File: config.mk
export PLATFORM = sky130hd
export DESIGN_NAME = spi_uart_router
export DESIGN_NICKNAME = d
export VERILOG_FILES = /design/src/rtl/spi_uart_router.sv
export SDC_FILE = /design/constraint.sdc
export NUM_CORES = 1
export LEC_CHECK = 0
export BUFFER_PORTS_ARGS = -buffer_cell sky130_fd_sc_hd__buf_2
export CAP_MARGIN = 30
export CORE_AREA = 2 2 269 271
export DETAILED_ROUTE_END_ITERATION = 8
export DIE_AREA = 0 0 271 273
export GPL_TIMING_DRIVEN = 0
export SLEW_MARGIN = 20
export SYNTH_ARGS = -nofsm -noshare
export SYNTH_HDL_FRONTEND = slang
export SYNTH_SLANG_ARGS = --single-unit
File: constraint.sdc
create_clock -name clk -period 8.9 [get_ports clk]
set_input_delay 0.89 -clock clk [delete_from_list [all_inputs] [get_ports clk]]
set_output_delay 0.89 -clock clk [all_outputs]
set_load 0.01 [all_outputs]
File: src/rtl/spi_uart_router.sv
// Multi-channel router: SPI downstream words fan out into per-channel UART TX FIFOs,
// and UART RX words are merged round-robin into one tagged upstream register.
module spi_uart_router #(
    parameter int DATA_W = 16,
    parameter int NUM_CH = 4,
    parameter int DEPTH  = 8,
    parameter int CH_W   = $clog2(NUM_CH)
) (
    input  logic                     clk,
    input  logic                     rst,
    input  logic                     down_valid,
    output logic                     down_ready,
    input  logic [DATA_W-1:0]        down_data,
    input  logic [CH_W-1:0]          down_ch,
    output logic [NUM_CH-1:0]        ch_tx_valid,
    input  logic [NUM_CH-1:0]        ch_tx_ready,
    output logic [NUM_CH*DATA_W-1:0] ch_tx_data,
    input  logic [NUM_CH-1:0]        ch_rx_valid,
    output logic [NUM_CH-1:0]        ch_rx_ready,
    input  logic [NUM_CH*DATA_W-1:0] ch_rx_data,
    output logic                     up_valid,
    input  logic                     up_ready,
    output logic [DATA_W-1:0]        up_data,
    output logic [CH_W-1:0]          up_ch,
    input  logic [NUM_CH-1:0]        ch_enable,
    input  logic                     drop_mode,
    input  logic                     drop_clr,
    output logic [NUM_CH*8-1:0]      drop_cnt
);

    localparam int AW = $clog2(DEPTH);
    localparam int PW = AW + 1;

    logic [PW-1:0]     wrPtr_q [NUM_CH];
    logic [PW-1:0]     rdPtr_q [NUM_CH];
    logic [DATA_W-1:0] mem_q   [NUM_CH][DEPTH];
    logic [7:0]        dropCnt_q [NUM_CH];

    logic              upValid_q, upValid_d;
    logic [DATA_W-1:0] upData_q, upData_d;
    logic [CH_W-1:0]   upCh_q, upCh_d;
    logic [CH_W-1:0]   lastGrant_q, lastGrant_d;

    logic [NUM_CH-1:0] full, empty, push, pop, drop, chHit;
    logic              chInRange, selFull, selEn, downFire;
    logic              loadable, grantFound;
    logic [CH_W-1:0]   grantIdx, cand;
    logic [DATA_W-1:0] grantData;

    always_comb begin
        ch_tx_data = '0;
        for (int i = 0; i < NUM_CH; i++) begin
            empty[i] = (wrPtr_q[i] == rdPtr_q[i]);
            full[i]  = ((wrPtr_q[i] ^ rdPtr_q[i]) == PW'(DEPTH));
            ch_tx_data[i*DATA_W +: DATA_W] = mem_q[i][rdPtr_q[i][AW-1:0]];
        end
    end

    assign ch_tx_valid = ~empty;

    // Backpressure only ever applies to an enabled, in-range, full channel; everything else is swallowed.
    always_comb begin
        chInRange = ({1'b0, down_ch} < (CH_W+1)'(NUM_CH));
        selFull   = 1'b0;
        selEn     = 1'b0;
        for (int i = 0; i < NUM_CH; i++) begin
            if (down_ch == CH_W'(i)) begin
                selFull = full[i];
                selEn   = ch_enable[i];
            end
        end
        if (drop_mode)
            down_ready = 1'b1;
        else if (chInRange && selEn)
            down_ready = !selFull;
        else
            down_ready = 1'b1;
        downFire = down_valid && down_ready;
        for (int i = 0; i < NUM_CH; i++) begin
            chHit[i] = downFire && chInRange && (down_ch == CH_W'(i));
            push[i]  = chHit[i] && ch_enable[i] && !full[i];
            drop[i]  = chHit[i] && (!ch_enable[i] || full[i]);
            pop[i]   = ch_tx_ready[i] && !empty[i];
        end
    end

    always_ff @(posedge clk) begin
        if (rst) begin
            for (int i = 0; i < NUM_CH; i++) begin
                wrPtr_q[i] <= '0;
                rdPtr_q[i] <= '0;
            end
        end else begin
            for (int i = 0; i < NUM_CH; i++) begin
                if (push[i]) wrPtr_q[i] <= wrPtr_q[i] + 1'b1;
                if (pop[i])  rdPtr_q[i] <= rdPtr_q[i] + 1'b1;
            end
        end
    end

    always_ff @(posedge clk) begin
        for (int i = 0; i < NUM_CH; i++) begin
            if (push[i]) mem_q[i][wrPtr_q[i][AW-1:0]] <= down_data;
        end
    end

    always_ff @(posedge clk) begin
        if (rst) begin
            for (int i = 0; i < NUM_CH; i++) dropCnt_q[i] <= '0;
        end else begin
            for (int i = 0; i < NUM_CH; i++) begin
                if (drop_clr)
                    dropCnt_q[i] <= '0;
                else if (drop[i] && (dropCnt_q[i] != 8'hFF))
                    dropCnt_q[i] <= dropCnt_q[i] + 8'd1;
            end
        end
    end

    // Round-robin search starts one past the last grant so every requester is served in turn.
    always_comb begin
        loadable   = !rst && (!upValid_q || up_ready);
        grantFound = 1'b0;
        grantIdx   = '0;
        cand       = '0;
        for (int k = 1; k <= NUM_CH; k++) begin
            cand = CH_W'((int'(lastGrant_q) + k) % NUM_CH);
            if (!grantFound && ch_rx_valid[cand] && ch_enable[cand]) begin
                grantFound = 1'b1;
                grantIdx   = cand;
            end
        end
        ch_rx_ready = '0;
        if (loadable && grantFound) ch_rx_ready[grantIdx] = 1'b1;
        grantData = '0;
        for (int i = 0; i < NUM_CH; i++) begin
            if (grantIdx == CH_W'(i)) grantData = ch_rx_data[i*DATA_W +: DATA_W];
        end
        upValid_d   = upValid_q;
        upData_d    = upData_q;
        upCh_d      = upCh_q;
        lastGrant_d = lastGrant_q;
        if (loadable) begin
            if (grantFound) begin
                upValid_d   = 1'b1;
                upData_d    = grantData;
                upCh_d      = grantIdx;
                lastGrant_d = grantIdx;
            end else begin
                upValid_d = 1'b0;
            end
        end
    end

    always_ff @(posedge clk) begin
        if (rst) begin
            upValid_q   <= 1'b0;
            upData_q    <= '0;
            upCh_q      <= '0;
            lastGrant_q <= CH_W'(NUM_CH - 1);
        end else begin
            upValid_q   <= upValid_d;
            upData_q    <= upData_d;
            upCh_q      <= upCh_d;
            lastGrant_q <= lastGrant_d;
        end
    end

    assign up_valid = upValid_q;
    assign up_data  = upData_q;
    assign up_ch    = upCh_q;

    always_comb begin
        drop_cnt = '0;
        for (int i = 0; i < NUM_CH; i++) drop_cnt[i*8 +: 8] = dropCnt_q[i];
    end

endmodule

# After elaboration in Yosys (flattened, before gate mapping)

Memories as Yosys holds them, arrays and structs flattened.
Cells that the tools add are included.

Reductions and logical operators: 68
Muxes and demuxes: 136
Bitwise operators: 29
Order comparisons: 18
Eq/ne operators: 18
Add/sub/neg operators: 16

Operators with widths:

| kind                  | number |
|---|---|
| $mux W128             | 10 |
| $reduce_or A128 Y1    | 3 |
| $mux W16              | 16 |
| $bmux W16 S3          | 4 |
| $demux W16 S3         | 4 |
| $mux W1               | 69 |
| $mux W8               | 8 |
| $logic_and A1 B1 Y1   | 39 |
| $mux W4               | 9 |
| $add A4 B1 Y4 const B | 8 |
| $add A8 B1 Y8 const B | 4 |
| $ge A4 B4 Y1 const B  | 8 |
| $ne A8 B8 Y1 const B  | 4 |
| $not A3 Y4            | 8 |
| $logic_not A1 Y1      | 18 |
| $bmux W1 S2           | 8 |
| $eq A4 B4 Y1          | 4 |
| $eq A4 B4 Y1 const B  | 4 |
| $lt A4 B1 Y1 const B  | 4 |
| $or A1 B1 Y1          | 16 |
| $xor A4 B4 Y4         | 4 |
| $lt A2 B3 Y1 const B  | 5 |
| $mux W2               | 7 |
| $eq A2 B2 Y1 const B  | 4 |
| other kinds (9)       | 17 |

Register bits: 21
Input bits: 100
Memories: 4
Memory bits (writable): 576
Output and inout port bits: 124
Word-level logic and storage cells: 293

Memories:

| name      | words | bits a word | read ports | clocked after memory_dff | wr ports | line | text |
|---|---|---|---|---|---|---|---|
| mem_q     | 4     | 128         | 4          | 0                        | 1        | 36   | `logic [DATA_W-1:0] mem_q [NUM_CH][DEPTH];` |
| dropCnt_q | 4     | 8           | 4          | 0                        | 4        | 37   | `logic [7:0] dropCnt_q [NUM_CH];` |
| rdPtr_q   | 4     | 4           | 4          | 0                        | 4        | 35   | `logic [PW-1:0] rdPtr_q [NUM_CH];` |
| wrPtr_q   | 4     | 4           | 4          | 0                        | 4        | 34   | `logic [PW-1:0] wrPtr_q [NUM_CH];` |

# Logic depth before layout (Yosys ltp)

Word-level depth: 22
Gate-level depth with buffers: 8
Mapped depth without buffers: 6

# Worst setup path after synthesis

OpenSTA, ideal clock, no wires.

Path kind: input -> register
Start: in down_ch[0]
End: mem mem_q[1][112] in the netlist's numbering (enable)
Data required time: 8.491 ns
Stages on the path: 5
Buffers on the path: 0
Path slack: 5.680 ns
Data arrival time: 2.811 ns
Setup time: 0.409 ns
Path through: nor2b_1 and2_1 nand3_1 or2_2 nor3_1

Cells in the longest elaborated chain, start to end: 18
Elaborated cells between the ends (all ways): 45
Classes of those cells: 3 x eq/ne; 24 x mux; 18 x reduce/logical

Ends and longest elaborated chain:

| item                                                               | line   | text |
|---|---|---|
| start, declared                                                    | 14     | `input logic [CH_W-1:0] down_ch,` |
| $logic_not A2 Y1                                                   | 67, 80 |  |
| $mux W1 (4 in a row)                                               | 67     | `if (down_ch == CH_W'(i)) begin` |
| $logic_not A1 Y1                                                   | 75     | `down_ready = !selFull;` |
| $mux W1                                                            | 74     | `else if (chInRange && selEn)` |
| $mux W1                                                            | 72     | `if (drop_mode)` |
| $logic_and A1 B1 Y1                                                | 78     | `downFire = down_valid && down_ready;` |
| $logic_and A1 B1 Y1                                                | 80     | `chHit[i] = downFire && chInRange && (down_ch == CH_W'(i));` |
| $logic_and A1 B1 Y1 (2 in a row)                                   | 81     | `push[i] = chHit[i] && ch_enable[i] && !full[i];` |
| $mux W1                                                            | 103    | `if (push[i]) mem_q[i][wrPtr_q[i][AW-1:0]] <= down_data;` |
| $mux W128 (implied by the code)                                    | 103    |  |
| $reduce_or A128 Y1 (no line)                                       | --     |  |
| $mux W2 (no line) / $mux W128 (equally long branches) (3 in a row) | --     |  |
| end, declared                                                      | 36     |  |

Parallel ways exist; a longest one is shown, timed or not.

==> results_dict.tcl <==
set metrics [dict create \
    cts_buffers 66 \
    routedWlPerCell_um 22.2 \
    start_kind "register" \
    syn_area_um2 24600 \
    fin_crit_ps 3600 \
    cap_violations 0 \
    ant_nets 0 \
    drv_slew 0 \
    coreArea_um2 71000 \
    synth.ff_latch_count 597 \
    hold_buffers 0 \
    fin_crit_sh_pct 40.4 \
    vias_per_cell 5.06 \
    critPathLaunch "rdPtr_q[1][1]$_SDFFCE_PN0P_" \
    grt-ovfl-total 0 \
    r2r_end "dropCnt_q[0][25]$_SDFFCE_PN0P_" \
    max_freq_mhz 278 \
    max_stage_delay_ps 390 \
    clock_latency_ps 600 \
    finalSetupTns_ps 0 \
    place.gp.congestion 0.875 \
    portBuffers 222 \
    synth_async_sr_flop_share_pct 0 \
    first_global_vias 13982 \
    r2r_slack_ps 6030 \
    leakage_nw 9.91 \
    grt_pass1_wl_um 87300 \
    post-cts-setup-buffers 0 \
    vias 13318 \
    cts_resized 0 \
    synth_ff_type "edfxtp_1" \
    drc 0 \
    grt_antenna_before_repair 4 \
    fp-row-count 98 \
    cp_top_family "buffers and inverters" \
    rsz0062_at_grt "false" \
    cts_tree "done" \
    power_density_nw_per_um2 222 \
    yosysUniqueCellTypes 54 \
    clock-root-buffer "clkbuf_16" \
    firstDrtPassIters 5 \
    crit_path_top_delay_cell "edfxtp_1" \
    clk_path_buf_depth 3 \
    placed_cell_area_um2 27500 \
    slew_headroom_pct 44.4 \
    routed_wl_um 58500 \
    synthCells 1291 \
    synth_warnings 0 \
    hold_class "reg2reg" \
    final_hold_viol_count 0 \
    crit_required_ps 8010 \
    setup_viol 0 \
    grt_util_all_layers_pct 15.8 \
    dp_hpwl_um 39800 \
    path_cells "buf_2, xnor2_1, nand4_2, o22ai_1, o21ba_1, buf_4, buf_6, inv_2, buf_2" \
    clock-sinks 597 \
    synth.net_count 1403 \
    path_buf_inv 5 \
    crit_type "reg2out" \
    worstPathMaxFanout 10 \
    end_kind "output port" \
    rr_worst_depth 7 \
    final_area_um2 29600 \
    die_w_um 271 \
    area_delta_synth_final_pct 20.5 \
    synth_edf_count 576 \
    crit_arrival_ps 2710 \
    synth_seq_area_share_pct 72.1 \
    crit_cells 9 \
    worst_r2r_startpoint "rdPtr_q[3][0]$_SDFFCE_PN0P_" \
    nets 1737 \
    drtIter0Drc 809 \
    ios 224 \
    dieArea_um2 74000 \
    run_status "completed" \
    final_cell_mix "edfxtp_1 (576), buf_2 (255), mux4_2 (128), clkbuf_16 (68), mux2_2 (64)" \
    mostFrequentLayoutCell "edfxtp_1" \
    dieHeight_um 273 \
    layout-drive-gt1-share_pct 40.4 \
    htree_levels 3 \
    crit_end "down_ready" \
    cpMostUsedCell "buf_2" \
    peakVddDrop_mv 0.119 \
    clk_pin_slew_worst_paths_ps 60 \
    fin_worst_skew_ps 27.6 \
    grt_max_degree 33 \
    tightest_slew_ps 835 \
    syn-mean-instance-area_um2 19.0 \
    initial_core_util_pct 34.6 \
]
==> state kept, by name, indices dropped and copies added, names as in the netlist <==
register     cells
dropCnt_q       32
lastGrant_q      2
mem_q          512
rdPtr_q         16
up_ch            2
up_data         16
up_valid         1
wrPtr_q         16
==> tightest hold or removal path, cell delays in order (launching register included) <==
cell and delay [ps]:
dfxtp_1 320, nand2_1 60, a21oi_1 50
==> cells in the mapped netlist, types with 11 or more instances <==
cell type    n  share of area (%)
o31ai_2     13               0.66
ha_1        12               0.61
nand2_1     30               0.46
buf_2       29               0.59
mux2_2      64                2.9
edfxtp_1   576                 70
nor2_1      72                1.1
a211oi_1    33                1.0
nand3b_1    18               0.55
and3_1      34               0.87
nor3_1      18               0.37
nor3_2      20               0.81
nand3_1     31               0.63
xor2_1      25               0.89
nand2b_1    17               0.43
xnor2_1     31                1.1
dfxtp_1     21                1.7
inv_1       11               0.17
mux4_2     128                 12
clkbuf_1    25               0.38
==> report_power, final <==
| part | switching (mW) | total (mW) | internal (mW) |
|---|---|---|---|
| clock | 1.09 | 2.71 | 1.62 |
| sequential | 0.0294 | 3.16 | 3.13 |
| combinational | 0.401 | 0.710 | 0.309 |
| total | 1.52 | 6.57 | 5.05 |
==> worst min-delay path by stage <==
stage | start | to | cells past startpoint
floorplan | up_ch[1]$_SDFFE_PP0P_ | up_ch[1]$_SDFFE_PP0P_ | 2
global placement | up_ch[0]$_SDFFE_PP0P_ | up_ch[0]$_SDFFE_PP0P_ | 2
detailed placement | up_data[6]$_SDFFE_PP0P_ | up_data[6]$_SDFFE_PP0P_ | 2
CTS | up_data[6]$_SDFFE_PP0P_ | up_data[6]$_SDFFE_PP0P_ | 2
global route | up_data[6]$_SDFFE_PP0P_ | up_data[6]$_SDFFE_PP0P_ | 2
finish | up_ch[1]$_SDFFE_PP0P_ | up_ch[1]$_SDFFE_PP0P_ | 2
==> stage by stage <==
stage	utilization [%]	worst slack (ps)	total power, mW	instances	hold WS [ps]
3_5_place_dp	38.7	5380	3.94	2507	480
4_1_cts	41.7	5240	6.65	2628	498
2_1_floorplan	-	5680	3.64	1291	481
5_1_grt	41.7	5080	6.81	2628	526
6_report	41.7	5300	6.57	2630	487
3_3_place_gp	37.9	4100	3.92	2463	483
==> routing by layer <==
layer | track usage [%] | routed length, µm | vias up
met4 | 4.01 | 1200 | 6
met2 | 26.8 | 28800 | 371
li1 | - | - | 5917
met3 | 3.24 | 2970 | 78
met1 | 20.7 | 25500 | 6946
met5 | 0 | 28 | -
==> cell type report <==
type / instances / area (µm²)
Tap cell: 950 / 1190
Inverter: 12 / 45.0
Clock buffer: 85 / 1770
Fill cell: 6322 / 41400
Antenna cell: 2 / 5.00
Buffer: 71 / 379
Timing Repair Buffer: 266 / 1590
Multi-Input combinational cell: 611 / 6550
Sequential cell: 597 / 17700
Clock inverter: 36 / 385
==> cell families (layout without fill, tap and decap cells) <==
family / Yosys count / in the layout / synth area share [%]
xor+xnor: 56 / 56 / 1.99
simple gates: 281 / 281 / 6.47
fa+ha+maj: 12 / 12 / 0.611
mux: 192 / 192 / 14.7
flops: 597 / 597 / 72.1
compound gates: 70 / 70 / 2.48
buf+inv: 83 / 470 / 1.73
other cells: 0 / 2 / 0
(Power assumes the default switching activity.)
